[src/rtl/bus32_arbiter.sv]
// Round-robin output-enable sequencer for an N-source tri-state bus.
// It grants one owner at a time and inserts one idle turnaround cycle between owners.
module bus32_arbiter #(
  parameter int N        = 8,
  parameter int MAX_HOLD = 4
) (
  input  logic         clk,
  input  logic         rst,
  input  logic [N-1:0] req,
  output logic [N-1:0] g,
  output logic [N-1:0] gnt,
  output logic         busy
);

  localparam int IDX_W  = $clog2(N);
  localparam int HOLD_W = $clog2(MAX_HOLD + 1);

  typedef enum logic [1:0] {
    IDLE  = 2'd0,
    DRIVE = 2'd1,
    TURN  = 2'd2
  } state_t;

  state_t              state;
  logic [IDX_W-1:0]    owner;
  logic [IDX_W-1:0]    last;
  logic [HOLD_W-1:0]   hold;
  logic [N-1:0]        gnt_r;

  logic [IDX_W-1:0]    pick;
  logic [N-1:0]        others;
  logic                hold_full;
  logic                release_bus;

  // Scan last+1, last+2, ... modulo N, so the previous owner is checked last.
  function automatic logic [IDX_W-1:0] rr_pick(input logic [N-1:0]     r,
                                               input logic [IDX_W-1:0] l);
    logic [IDX_W-1:0] sel;
    logic             found;
    int               idx;
    sel   = l;
    found = 1'b0;
    for (int i = 1; i <= N; i++) begin
      idx = (int'(l) + i) % N;
      if (!found && r[idx]) begin
        sel   = IDX_W'(idx);
        found = 1'b1;
      end
    end
    return sel;
  endfunction

  function automatic logic [HOLD_W-1:0] sat_inc(input logic [HOLD_W-1:0] h);
    if (h >= HOLD_W'(MAX_HOLD))
      return HOLD_W'(MAX_HOLD);
    else
      return h + HOLD_W'(1);
  endfunction

  function automatic logic [N-1:0] onehot(input logic [IDX_W-1:0] idx);
    return N'(1) << idx;
  endfunction

  always_comb begin
    pick        = rr_pick(req, last);
    others      = req & ~onehot(owner);
    hold_full   = (hold == HOLD_W'(MAX_HOLD));
    release_bus = !req[owner] || (hold_full && (others != '0));
  end

  always_ff @(posedge clk) begin
    if (rst) begin
      state <= IDLE;
      owner <= '0;
      last  <= IDX_W'(N - 1);
      hold  <= '0;
      gnt_r <= '0;
    end else begin
      case (state)
        IDLE, TURN: begin
          if (req != '0) begin
            state <= DRIVE;
            owner <= pick;
            last  <= pick;
            hold  <= HOLD_W'(1);
            gnt_r <= onehot(pick);
          end else begin
            state <= IDLE;
            gnt_r <= '0;
          end
        end
        DRIVE: begin
          // Dropping the enable here guarantees an all-off cycle before the next owner.
          if (release_bus) begin
            state <= TURN;
            gnt_r <= '0;
          end else begin
            hold <= sat_inc(hold);
          end
        end
        default: begin
          state <= IDLE;
          gnt_r <= '0;
        end
      endcase
    end
  end

  assign gnt  = gnt_r;
  assign g    = ~gnt_r;
  assign busy = |gnt_r;

endmodule

[config.mk]
export PLATFORM = sky130hd
export DESIGN_NAME = bus32_arbiter
export DESIGN_NICKNAME = d
export VERILOG_FILES = /design/src/rtl/bus32_arbiter.sv
export SDC_FILE = /design/constraint.sdc
export NUM_CORES = 1
export LEC_CHECK = 0
export CAP_MARGIN = 20
export CORE_MARGIN = 2
export CORE_UTILIZATION = 59
export CTS_BUF_LIST = sky130_fd_sc_hd__clkbuf_4 sky130_fd_sc_hd__clkbuf_8 sky130_fd_sc_hd__clkbuf_16
export CTS_CLUSTER_DIAMETER = 200
export CTS_CLUSTER_SIZE = 12
export DETAILED_ROUTE_END_ITERATION = 8
export PLACE_DENSITY = 0.94
export SKIP_CTS_REPAIR_TIMING = 1
export SLEW_MARGIN = 25
export SYNTH_ARGS = -nofsm -noshare
export SYNTH_HDL_FRONTEND = slang
export SYNTH_SLANG_ARGS = --single-unit
[constraint.sdc]
create_clock -name clk -period 5.13 [get_ports clk]
set_clock_uncertainty 0.05 [all_clocks]
set_input_delay 0.7695 -clock clk [delete_from_list [all_inputs] [get_ports clk]]
set_output_delay 0.7695 -clock clk [all_outputs]
set_load 0.02 [all_outputs]
## After elaboration in Yosys (flattened, before gate mapping)

Index checks and enable logic that the tools add are counted.

- Flip-flop bits (word level): 19
- Latch bits: 0
- RAM bits: 0
- ROM bits: 0
- Output and inout port bits: 17
- Memories: 0

- Add/sub/neg operators: 9
- $mul: 0
- Div/mod/pow operators: 0
- $lt $le $gt $ge: 10
- Eq/ne operators: 6
- Shift operators: 2
- Muxes and demuxes: 51
- Bitwise logic cells: 11
- Reduce and logical (&&, ||, !) cells: 33

Operator list:

| operator | count |
|---|---|
| $lt 4x5->1 const B | 8 |
| $mux 3 | 11 |
| $bmux 1 s3 | 9 |
| $mux 1 | 25 |
| $reduce_or 3->1 | 8 |
| $mux 8 | 2 |
| $not 8->8 | 2 |
| $pmux 8 s2 | 1 |
| $reduce_bool 8->1 | 2 |
| $shl 1x3->8 const A | 2 |
| $add 3x3->3 const B | 4 |
| $add 3x1->3 const B | 3 |
| $and 1x1->1 const A | 8 |
| $and 8x8->8 | 1 |
| $logic_and 1x1->1 | 8 |
| $logic_not 1->1 | 8 |
| $reduce_or 8->1 | 1 |
| $add 3x2->3 const B | 2 |
| $ne 2x2->1 const B | 3 |
| $pmux 3 s2 | 1 |
| $lt 3x4->1 const B | 1 |
| $pmux 2 s2 | 1 |
| $eq 3x3->1 const B | 1 |
| $ge 3x3->1 const B | 1 |
| other kinds (9) | 9 |

## Logic depth before layout (Yosys ltp)

Gate-level depths: netlist of the first run.

- Word-level depth: 31
- Depth in mapped cells: 13
- Gate-level depth less buffers: 10

## Worst setup path after synthesis of the first run

No wires, ideal clock.

- Kind: flip-flop to flip-flop
- Start point: reg last[0]
- End point: reg gnt_r[2], in the netlist gnt[2]
- Library setup time: 0.117 ns
- Data arrival time: 3.018 ns
- Required time: 4.963 ns
- Path slack: 1.945 ns
- Cell stages (with the launch flop): 13
- Clock period less this slack: 3.185 ns
- Path through: dfxtp_1 buf_6 clkinv_1 ha_1 buf_6 mux4_1 mux2_4 nor4_4 a21oi_1 o2111ai_2 o2bb2ai_2 nor2_1 a22o_1

- Cells in the longest elaborated chain, start to end: 29
- Elaborated cells on any way between the ends: 64
- Those cells by class: 8 x add/sub; 1 x shift; 41 x mux; 14 x reduce/logical

Ends and longest elaborated chain:

| what | line | RTL |
|---|---|---|
| from (decl) | 26 | `logic [IDX_W-1:0] last;` |
| from (signal assigned) | 75 | `last <= IDX_W'(N - 1);` |
| from (signal assigned) | 84 | `last <= pick;` |
| $add 3x1->3 | 44 | `idx = (int'(l) + i) % N;` |
| $bmux 1 s3 | 45 | `if (!found && r[idx]) begin` |
| $mux 1 (not written as such) (2 in series) | 45 |  |
| $mux 1 | 45 |  |
| $logic_not 1->1 | 45 |  |
| $logic_and 1x1->1 | 45 |  |
| $mux 1 | 45 |  |
| $logic_not 1->1 | 45 |  |
| [... 12 more ...] | -- |  |
| $logic_and 1x1->1 | 45 |  |
| $mux 1 | 45 |  |
| $logic_not 1->1 | 45 |  |
| $logic_and 1x1->1 | 45 |  |
| $mux 3 (*) | 45 |  |
| $shl 1x3->8 (*) | 61 | `return N'(1) << idx;` |
| $mux 8 (*) | 81 | `if (req != '0) begin` |
| $pmux 8 s2 (*) | 79 | `case (state)` |
| to (signal assigned) | 86 | `gnt_r <= onehot(pick);` |
| to (decl) | 28 | `logic [N-1:0] gnt_r;` |

Mark *: on every way between the ends. The rest lies on a longest branch, timed or not. The select of a mux whose other input is x is not followed.
A chain may end at the register's enable or synchronous reset.

## Final worst setup path of the first run

- Start point: reg last[0]
- End point: reg gnt_r[7], in the netlist gnt[7]

Same word-level chain as after synthesis.

==> impl_results.md, run 1 <==
- Vias: 1688
- Total I/O pin count: 27
- Largest family of logic cells by synthesized area: multiplexers
- Worst slew margin: 50.6%
- Synth Instances: 210
- Highest metal used: met4
- Placed instance count: 265
- Final cell count without fillers: 269
- Routed wire length per instance: 15.6 um
- # nets final: 240
- Total gr overflow: 0
- Worst hold path type: reg2reg
- Slew Limit Fails: 0
- Critical-path cell list: clkinv_1 > ha_1 > mux4_1 > mux2_4 > nor4_4 > a21oi_1 > a31o_1 > and2_1 > a22o_1
- Leakage Power: 0.840 nW
- Fin area: 2160 um^2
- Pint: 0.000801 W
- Final ANT Viol Nets: 0
- Sequential fraction of the synthesis area: 19.9%
- Largest net degree at the start of global routing: 18
- Initial Util: 62.2%
- Post-synth EDFFs: 0
- Most common cell after layout, fill and taps aside: clkdlybuf4s50_1
- Async S/R FF share, synth: 0%
- Pre-antenna DRT Iters: 4
- Vias in the first global route: 1499
- Worst-Margin Slew: 0.739 ns
- XOR/XNOR Fraction of Synth Area: 1.83%
- CP bufs+invs: 1
- Placer Congestion: 0.927
- RSZ-0062 raised after global routing: no
- Final hold violations: 0
- Met2 WL: 2070 um
- Avg Cell Area, Syn: 9.12 um^2
- Outcome: finished clean
- Die area: 3720 um^2
- Placeable Area: 3080 um^2
- Syn nets: 224
- Peak supply drop: 314 uV
- Final setup violation count: 0
- CTS tree: done
- Min Tclk post-route: 3.95 ns
- Number of DRC markers in iteration 0: 97
- Main synth FF type: dfxtp_1
- Vias/cell: 6.28
- Latest clock arrival within the worst-skew pair: 0.30 ns
- Final WL: 4190 um
- Cell area after placement: 2130 um^2
- P_sw: 0.000798 W
- F_max: 253 MHz
- Worst path top cell family by delay: multiplexers
- Crit Path Category: reg2reg
- Critical path capture point type: register
- Seq pwr share: 18.7%
- Post-DP HPWL: 3090 um
- Yosys reg bits: 19
- Most frequent cells in the layout: clkdlybuf4s50_1 (26), dfxtp_1 (19), nor2_1 (17)
- Critical Path AT: 4.10 ns
- Net Sw Frac: 49.9%
- Synth cell types: 55
- Layout cell share with drive strength beyond 1: 12.0%
- Synth Area in Adders: 2.61%
- CP max FO: 14
- Width of the die: 61.0 um
- Num CTS Buffers: 3
- Max-cap viol count: 0
- Row cnt: 20
- CP max-delay cell: dfxtp_1
- Die Y: 61.0 um
- Comb pwr share: 76.5%
- GRT Total Usage: 25.1%
- Setup crit start kind: register
- Area delta synth->final: 12.6%
- CTS H-tree depth: 1
- Mapped Area: 1920 um^2
- Synth Area in Simple Gates: 17.7%
- Mux contribution to synthesized area: 29.0%
- DRC errors left: 0
- Clock Tree Root: clkbuf_4
- Initial antenna violation count: 0
- First-pass GRT wire length: 7080 um
- Compound-gate portion of the synthesized area: 20.0%
- Ys Warns: 0
- Clock Sinks: 19
- Max clock buf depth: 2
- Tcrit/Tclk final: 76.9%
- Worst-path clk slew: 0.11 ns
- Critical path's largest stage delay: 0.72 ns
- Met3 WL: 240 um
- Clock power frac: 4.8%
- WHS: 0.498 ns
- PortBufs: 26
- Required @ worst endpoint: 5.29 ns
- TNS Setup: 0 ns
- WL met1: 1860 um
- Ant diodes: 0
- Cell Pwr Density: 741 nW/um^2
[worst register-to-register path: cells and delay by family (launching register included)]
family / cells / cell delay [ns]
AO/OA/AOI/OAI: 3 / 0.68
buffers and inverters: 1 / 0.40
multiplexers: 2 / 0.76
adder cells (fa/ha/maj): 1 / 0.62
AND/OR/NAND/NOR: 2 / 0.62
flip-flops: 1 / 0.72
[power by group through the flow]
stage	Sequential (W)	Combinational [W]	Clock [W]
final	0.000299	0.00122	0.0000761
after global routing	0.000313	0.00133	0.0000845
after global placement	0.000297	0.00118	0
after detailed placement	0.000303	0.00120	0
after CTS	0.000299	0.00121	0.0000774
after floorplan	0.000276	0.000950	0
[flip-flops by register name, summed over array words and instances (netlist names)]
name,cells
state,2
owner,3
hold,3
last,3
gnt,8
[routing by layer]
metal	up-vias	global-route usage [%]
met1	796	36.1
li1	816	-
met5	-	0
met3	4	4.05
met4	0	3.42
met2	72	41.0
[through the flow]
stage,utilization (%),total power (W),setup slack [ns]
4_1_cts,70.1,0.00158,1.25
6_report,70.1,0.00160,1.18
3_5_place_dp,69.2,0.00150,1.25
5_1_grt,70.1,0.00173,0.921
2_1_floorplan,-,0.00123,1.95
3_3_place_gp,69.2,0.00147,1.42
[worst paths after layout]
path                        start                  end  slack [ns]  cells past startpoint
max          last[0]$_SDFFE_PP1P_  gnt[7]$_SDFFE_PP0P_        1.18                      9
min           gnt[3]$_SDFFE_PP0P_  gnt[3]$_SDFFE_PP0P_        0.50                      1
max reg2reg  last[0]$_SDFFE_PP1P_  gnt[7]$_SDFFE_PP0P_        1.18                      9
min reg2reg   gnt[3]$_SDFFE_PP0P_  gnt[3]$_SDFFE_PP0P_        0.50                      1
[cell usage after synthesis, types with 4 or more instances]
master	number	share of area, %
a21oi_1	13	3.4
a22o_1	9	4.1
a31oi_1	4	1.3
buf_6	5	2.9
clkbuf_1	4	0.78
dfxtp_1	19	20
ha_1	4	2.6
inv_1	16	3.1
mux2_2	6	3.5
mux2i_1	9	4.7
mux4_1	8	11
mux4_2	7	8.2
nand2_1	13	2.5
nor2_1	17	3.3
nor2b_1	5	1.6
nor3_1	7	1.8
o21ai_0	8	2.1
[layout make-up]
class                   count  area, um^2
multi-input cells         158        1360
fillers                   249         921
flip-flops and latches     19         380
repair buffers             27         268
inverters                  17        63.8
well taps                  44        55.1
clock buffers               3        22.5
clock inverters             1        5.00
[logic make-up after synthesis]
group,Yosys count
and+or+nand+nor,63
xor gates and xnor gates,4
AOI/OAI and AO/OA,55
muxes,32
buffers and inverters,33
DFF,19
adders and majority gates,4
(Power assumes the default switching activity.)
==> run 2, diff against run 1 <==
--- a/config.mk
+++ b/config.mk
@@ -7,12 +7,12 @@
 export LEC_CHECK = 0
 export CAP_MARGIN = 20
 export CORE_MARGIN = 2
-export CORE_UTILIZATION = 59
+export CORE_UTILIZATION = 55
 export CTS_BUF_LIST = sky130_fd_sc_hd__clkbuf_4 sky130_fd_sc_hd__clkbuf_8 sky130_fd_sc_hd__clkbuf_16
 export CTS_CLUSTER_DIAMETER = 200
 export CTS_CLUSTER_SIZE = 12
 export DETAILED_ROUTE_END_ITERATION = 8
-export PLACE_DENSITY = 0.94
+export PLACE_DENSITY = 0.89
 export SKIP_CTS_REPAIR_TIMING = 1
 export SLEW_MARGIN = 25
 export SYNTH_ARGS = -nofsm -noshare
==> constraint.sdc (replaced) <==
create_clock -name clk -period 4.1 [get_ports clk]
set_clock_uncertainty 0.05 [all_clocks]
set_input_delay 0.615 -clock clk [delete_from_list [all_inputs] [get_ports clk]]
set_output_delay 0.615 -clock clk [all_outputs]
set_load 0.02 [all_outputs]
==> impl_results.md, run 2 (synthesized netlist as in run 1, its figures left out) <==
- Outcome: finished clean
- Hold Path Depth: 1
- Final WL: 4480 um
- Required @ worst endpoint: 4.25 ns
- Total gr overflow: 0
- Cell Pwr Density: 939 nW/um^2
- Post-DP HPWL: 3360 um
- Total power draw: 0.00205 W
- Vias in the first global route: 1652
- Die Y: 63.0 um
- R2R Setup Slk: 0.67 ns
- CP max FO: 10
- Area delta synth->final: 13.9%
- CP max-delay cell: ha_1
- Clock Sinks: 19
- Max-cap viol count: 0
- Routed wire length per instance: 16.4 um
- Tcrit/Tclk final: 83.7%
- Vias/cell: 6.32
- RSZ-0062 raised after global routing: no
- Slew Limit Fails: 0
- F_max: 291 MHz
- Reg-to-reg critical path endpoint: last[1]$_SDFFE_PP1P_
- Ant diodes: 0
- Placer Congestion: 0.899
- Clock Tree Root: clkbuf_4
- Final hold violations: 0
- Critical-path cell list: clkinv_1 > ha_1 > mux4_1 > mux2_4 > nor4_4 > nand3_1 > a31oi_1 > a21oi_1 > or2_1
- Vias: 1732
- Initial Util: 57.4%
- Largest net degree at the start of global routing: 18
- CTS H-tree depth: 1
- Final ANT Viol Nets: 0
- Final setup violation count: 0
- HP Start: gnt[2]$_SDFFE_PP0P_
- Critical Path AT: 3.58 ns
- TNS Setup: 0 ns
- Initial antenna violation count: 0
- Total I/O pin count: 27
- Setup crit start kind: register
- Worst hold path type: reg2reg
- Most frequent cells in the layout: clkdlybuf4s50_1 (26), dfxtp_1 (19), nor2_1 (17)
- First-pass GRT wire length: 7780 um
- Worst-path clk slew: 0.11 ns
- Hold Path Sink: gnt[2]$_SDFFE_PP0P_
- Layout cell share with drive strength beyond 1: 13.2%
- # nets final: 243
- Critical path's largest stage delay: 0.60 ns
- Leakage Power: 0.853 nW
- Crit Path Category: reg2reg
- PortBufs: 26
- Number of DRC markers in iteration 0: 86
- Width of the die: 63.0 um
- Max clock buf depth: 2
- GRT Total Usage: 24.1%
- Latest clock arrival within the worst-skew pair: 0.30 ns
- Peak supply drop: 342 uV
- Row cnt: 21
- Most common cell after layout, fill and taps aside: clkdlybuf4s50_1
- Worst slew margin: 54.9%
- CTS tree: done
- Die area: 3970 um^2
- DRC errors left: 0
- Min Tclk post-route: 3.43 ns
- WHS: 0.511 ns
- R2R cell count: 9
- Placed instance count: 270
- Reg-to-Reg Start: last[0]$_SDFFE_PP1P_
- Placeable Area: 3340 um^2
- Pre-antenna DRT Iters: 4
- Final cell count without fillers: 274
- Num CTS Buffers: 3
- Worst-Margin Slew: 0.676 ns
- Max FFs per register: 8
- Critical path capture point type: register
run 2: report_power, final:
group	internal, W	total [W]	switching, W
Clock	0.0000363	0.0000952	0.0000589
Combinational	0.000737	0.00162	0.000881
Sequential	0.000250	0.000335	0.0000855
run 2: per-layer routing:
layer	global-route usage [%]	wire, um
met3	3.42	267
met5	0	0
met2	41.5	2240
met4	5.56	43
met1	31.8	1930
run 2: final cells by class:
type	count	area, um^2
clock buffer	3	22.5
clock inverter	1	5.00
fill	280	1150
inverter	17	63.8
multi-input combinational	158	1360
sequential	19	380
tap	46	57.6
timing repair buffer	30	290
run 2: metrics by stage:
step                      util, %  area [um^2]  worst slack [ns]
final                        65.4         2180             0.669
after floorplan                 -         1920             0.915
after detailed placement     64.6         2150             0.429
after global routing         65.4         2180             0.471
after global placement       64.6         2150             0.536
after CTS                    65.4         2180             0.700
run 2: worst max-delay path by stage:
stage                     slack [ns]              endpoint  cells after the start                  from
after global placement          0.54   gnt[2]$_SDFFE_PP0P_                      9                req[6]
after global routing            0.47  last[1]$_SDFFE_PP1P_                      9  last[0]$_SDFFE_PP1P_
final                           0.67  last[1]$_SDFFE_PP1P_                      9  last[0]$_SDFFE_PP1P_
after floorplan                 0.92   gnt[2]$_SDFFE_PP0P_                     12  last[0]$_SDFFE_PP1P_
after CTS                       0.70   gnt[3]$_SDFFE_PP0P_                     10  last[0]$_SDFFE_PP1P_
after detailed placement        0.43   gnt[2]$_SDFFE_PP0P_                      9                req[6]
run 2: worst max-delay path: cells and delay by family (launching register included):
kind                     cells  cell delay [ns]
multiplexers                 2             0.80
AND/OR/NAND/NOR              3             0.79
adder cells (fa/ha/maj)      1             0.60
AO/OA/AOI/OAI                2             0.52
flip-flops                   1             0.35
buffers and inverters        1             0.22
==> run 3, diff against run 2 <==
--- a/config.mk
+++ b/config.mk
@@ -7,12 +7,12 @@
 export LEC_CHECK = 0
 export CAP_MARGIN = 20
 export CORE_MARGIN = 2
-export CORE_UTILIZATION = 55
+export CORE_UTILIZATION = 50
 export CTS_BUF_LIST = sky130_fd_sc_hd__clkbuf_4 sky130_fd_sc_hd__clkbuf_8 sky130_fd_sc_hd__clkbuf_16
 export CTS_CLUSTER_DIAMETER = 200
 export CTS_CLUSTER_SIZE = 12
 export DETAILED_ROUTE_END_ITERATION = 8
-export PLACE_DENSITY = 0.89
+export PLACE_DENSITY = 0.86
 export SKIP_CTS_REPAIR_TIMING = 1
 export SLEW_MARGIN = 25
 export SYNTH_ARGS = -nofsm -noshare
==> constraint.sdc (replaced) <==
create_clock -name clk -period 2.9 [get_ports clk]
set_clock_uncertainty 0.05 [all_clocks]
set_input_delay 0.435 -clock clk [delete_from_list [all_inputs] [get_ports clk]]
set_output_delay 0.435 -clock clk [all_outputs]
set_load 0.02 [all_outputs]
==> impl_results.md, run 3 (synthesized netlist as in run 1, its figures left out) <==
- Outcome: finished clean
- Clock Sinks: 19
- Tcrit/Tclk final: 98.8%
- TNS Setup: 0 ns
- Critical path capture point type: register
- Initial antenna violation count: 0
- Die area: 4340 um^2
- Vias in the first global route: 1756
- # nets final: 288
- F_max: 349 MHz
- Critical-path cell list: clkinv_4 > ha_4 > mux4_2 > mux2_4 > or2_0 > a211oi_1 > o22ai_2 > a31o_1 > and2_1 > a22o_1
- Cell Pwr Density: 1400 nW/um^2
- Placer Congestion: 0.935
- Max FFs per register: 8
- Critical path's largest stage delay: 0.40 ns
- Pre-CTS setup slack: -0.347 ns
- Pre-antenna DRT Iters: 4
- Ant diodes: 0
- Routed wire length per instance: 16.6 um
- Total I/O pin count: 27
- Number of DRC markers in iteration 0: 85
- Vias/cell: 5.99
- Min Tclk post-route: 2.87 ns
- Leakage Power: 1.15 nW
- Clock Tree Root: clkbuf_8
- Setup crit start kind: register
- Critical Path AT: 2.97 ns
- CP max-delay cell: dfxtp_4
- Worst-Margin Slew: 0.443 ns
- Max clock buf depth: 2
- Placeable Area: 3660 um^2
- Fillers: 248
- CP max FO: 6
- Worst path top cell family by delay: compound AO/OA/AOI/OAI gates
- Worst-path clk slew: 0.07 ns
- Final hold violations: 0
- Area delta synth->final: 37.4%
- Required @ worst endpoint: 3.00 ns
- CP bufs+invs: 1
- DRC errors left: 0
- Vias: 1922
- Total gr overflow: 0
- Latest clock arrival within the worst-skew pair: 0.26 ns
- PortBufs: 26
- Max-cap viol count: 0
- Worst slew margin: 70.4%
- Storage element area: 388 um^2
- Row cnt: 22
- Crit Path Category: reg2reg
- CTS tree: done
- Largest net degree at the start of global routing: 14
- Width of the die: 65.9 um
- Most common cell after layout, fill and taps aside: buf_4
- First-pass GRT wire length: 8380 um
- Final ANT Viol Nets: 0
- GRT Total Usage: 24.5%
- Worst hold path type: reg2reg
- Die Y: 65.9 um
- Final worst-path setup slack: 0.0334 ns
- Slew Limit Fails: 0
- Most frequent cells in the layout: buf_4 (47), clkdlybuf4s50_1 (18), nor2_1 (17), dfxtp_1 (17), inv_1 (15)
- Final setup violation count: 0
- Layout cell share with drive strength beyond 1: 33.0%
- Post-DP HPWL: 3980 um
- Multi-input logic area: 1410 um^2
- Num CTS Buffers: 3
- Initial Util: 52.3%
- Peak supply drop: 642 uV
- Final WL: 5320 um
- CTS H-tree depth: 1
-- run 3: area by class of cell --
| type | instances | area share, % |
|---|---|---|
| inverter | 17 | 2.71 |
| multi-input combinational | 158 | 53.5 |
| sequential | 19 | 14.7 |
| clock inverter | 1 | 0.190 |
| clock buffer | 3 | 1.57 |
| tap | 48 | 2.28 |
| timing repair buffer | 75 | 25.0 |
-- run 3: where the power goes --
group          total, W  switching (W)  leakage (nW)  internal, W
Combinational   0.00302        0.00148         0.970      0.00155
Clock          0.000182      0.0000866        0.0255    0.0000955
Sequential     0.000488       0.000126         0.156     0.000362
Total           0.00369        0.00169          1.15      0.00200
-- run 3: worst register-to-register path, delay by kind of cell, from the launching register on --
kind / cells / cell delay, ns
AO/OA/AOI/OAI: 4 / 0.91
adder cells (fa/ha/maj): 1 / 0.30
buffers and inverters: 1 / 0.07
flip-flops: 1 / 0.40
multiplexers: 2 / 0.66
AND/OR/NAND/NOR: 2 / 0.38
-- run 3: through the flow --
step	cells	power, W	instance area (um^2)	hold slack [ns]	utilization [%]
2_1_floorplan	210	0.00220	1950	0.457	-
3_3_place_gp	311	0.00316	2490	0.470	67.9
3_5_place_dp	311	0.00326	2490	0.468	67.9
4_1_cts	315	0.00345	2530	0.484	69.2
5_1_grt	321	0.00393	2630	0.507	71.9
6_report	321	0.00369	2630	0.484	71.9
-- run 3: path summary, 6_finish.rpt --
check / startpoint / endpoint / slack (ns) / depth (start not counted)
max: last[0]$_SDFFE_PP1P_ / gnt[7]$_SDFFE_PP0P_ / 0.03 / 10
min: gnt[7]$_SDFFE_PP0P_ / gnt[7]$_SDFFE_PP0P_ / 0.48 / 1
max reg2reg: last[0]$_SDFFE_PP1P_ / gnt[7]$_SDFFE_PP0P_ / 0.03 / 10
min reg2reg: gnt[7]$_SDFFE_PP0P_ / gnt[7]$_SDFFE_PP0P_ / 0.48 / 1
-- run 3: layer usage --
layer	global-route usage (%)	routed length (um)
met1	32.2	2290
met2	40.4	2590
met3	5.79	309
met4	6.25	124
met5	0	0
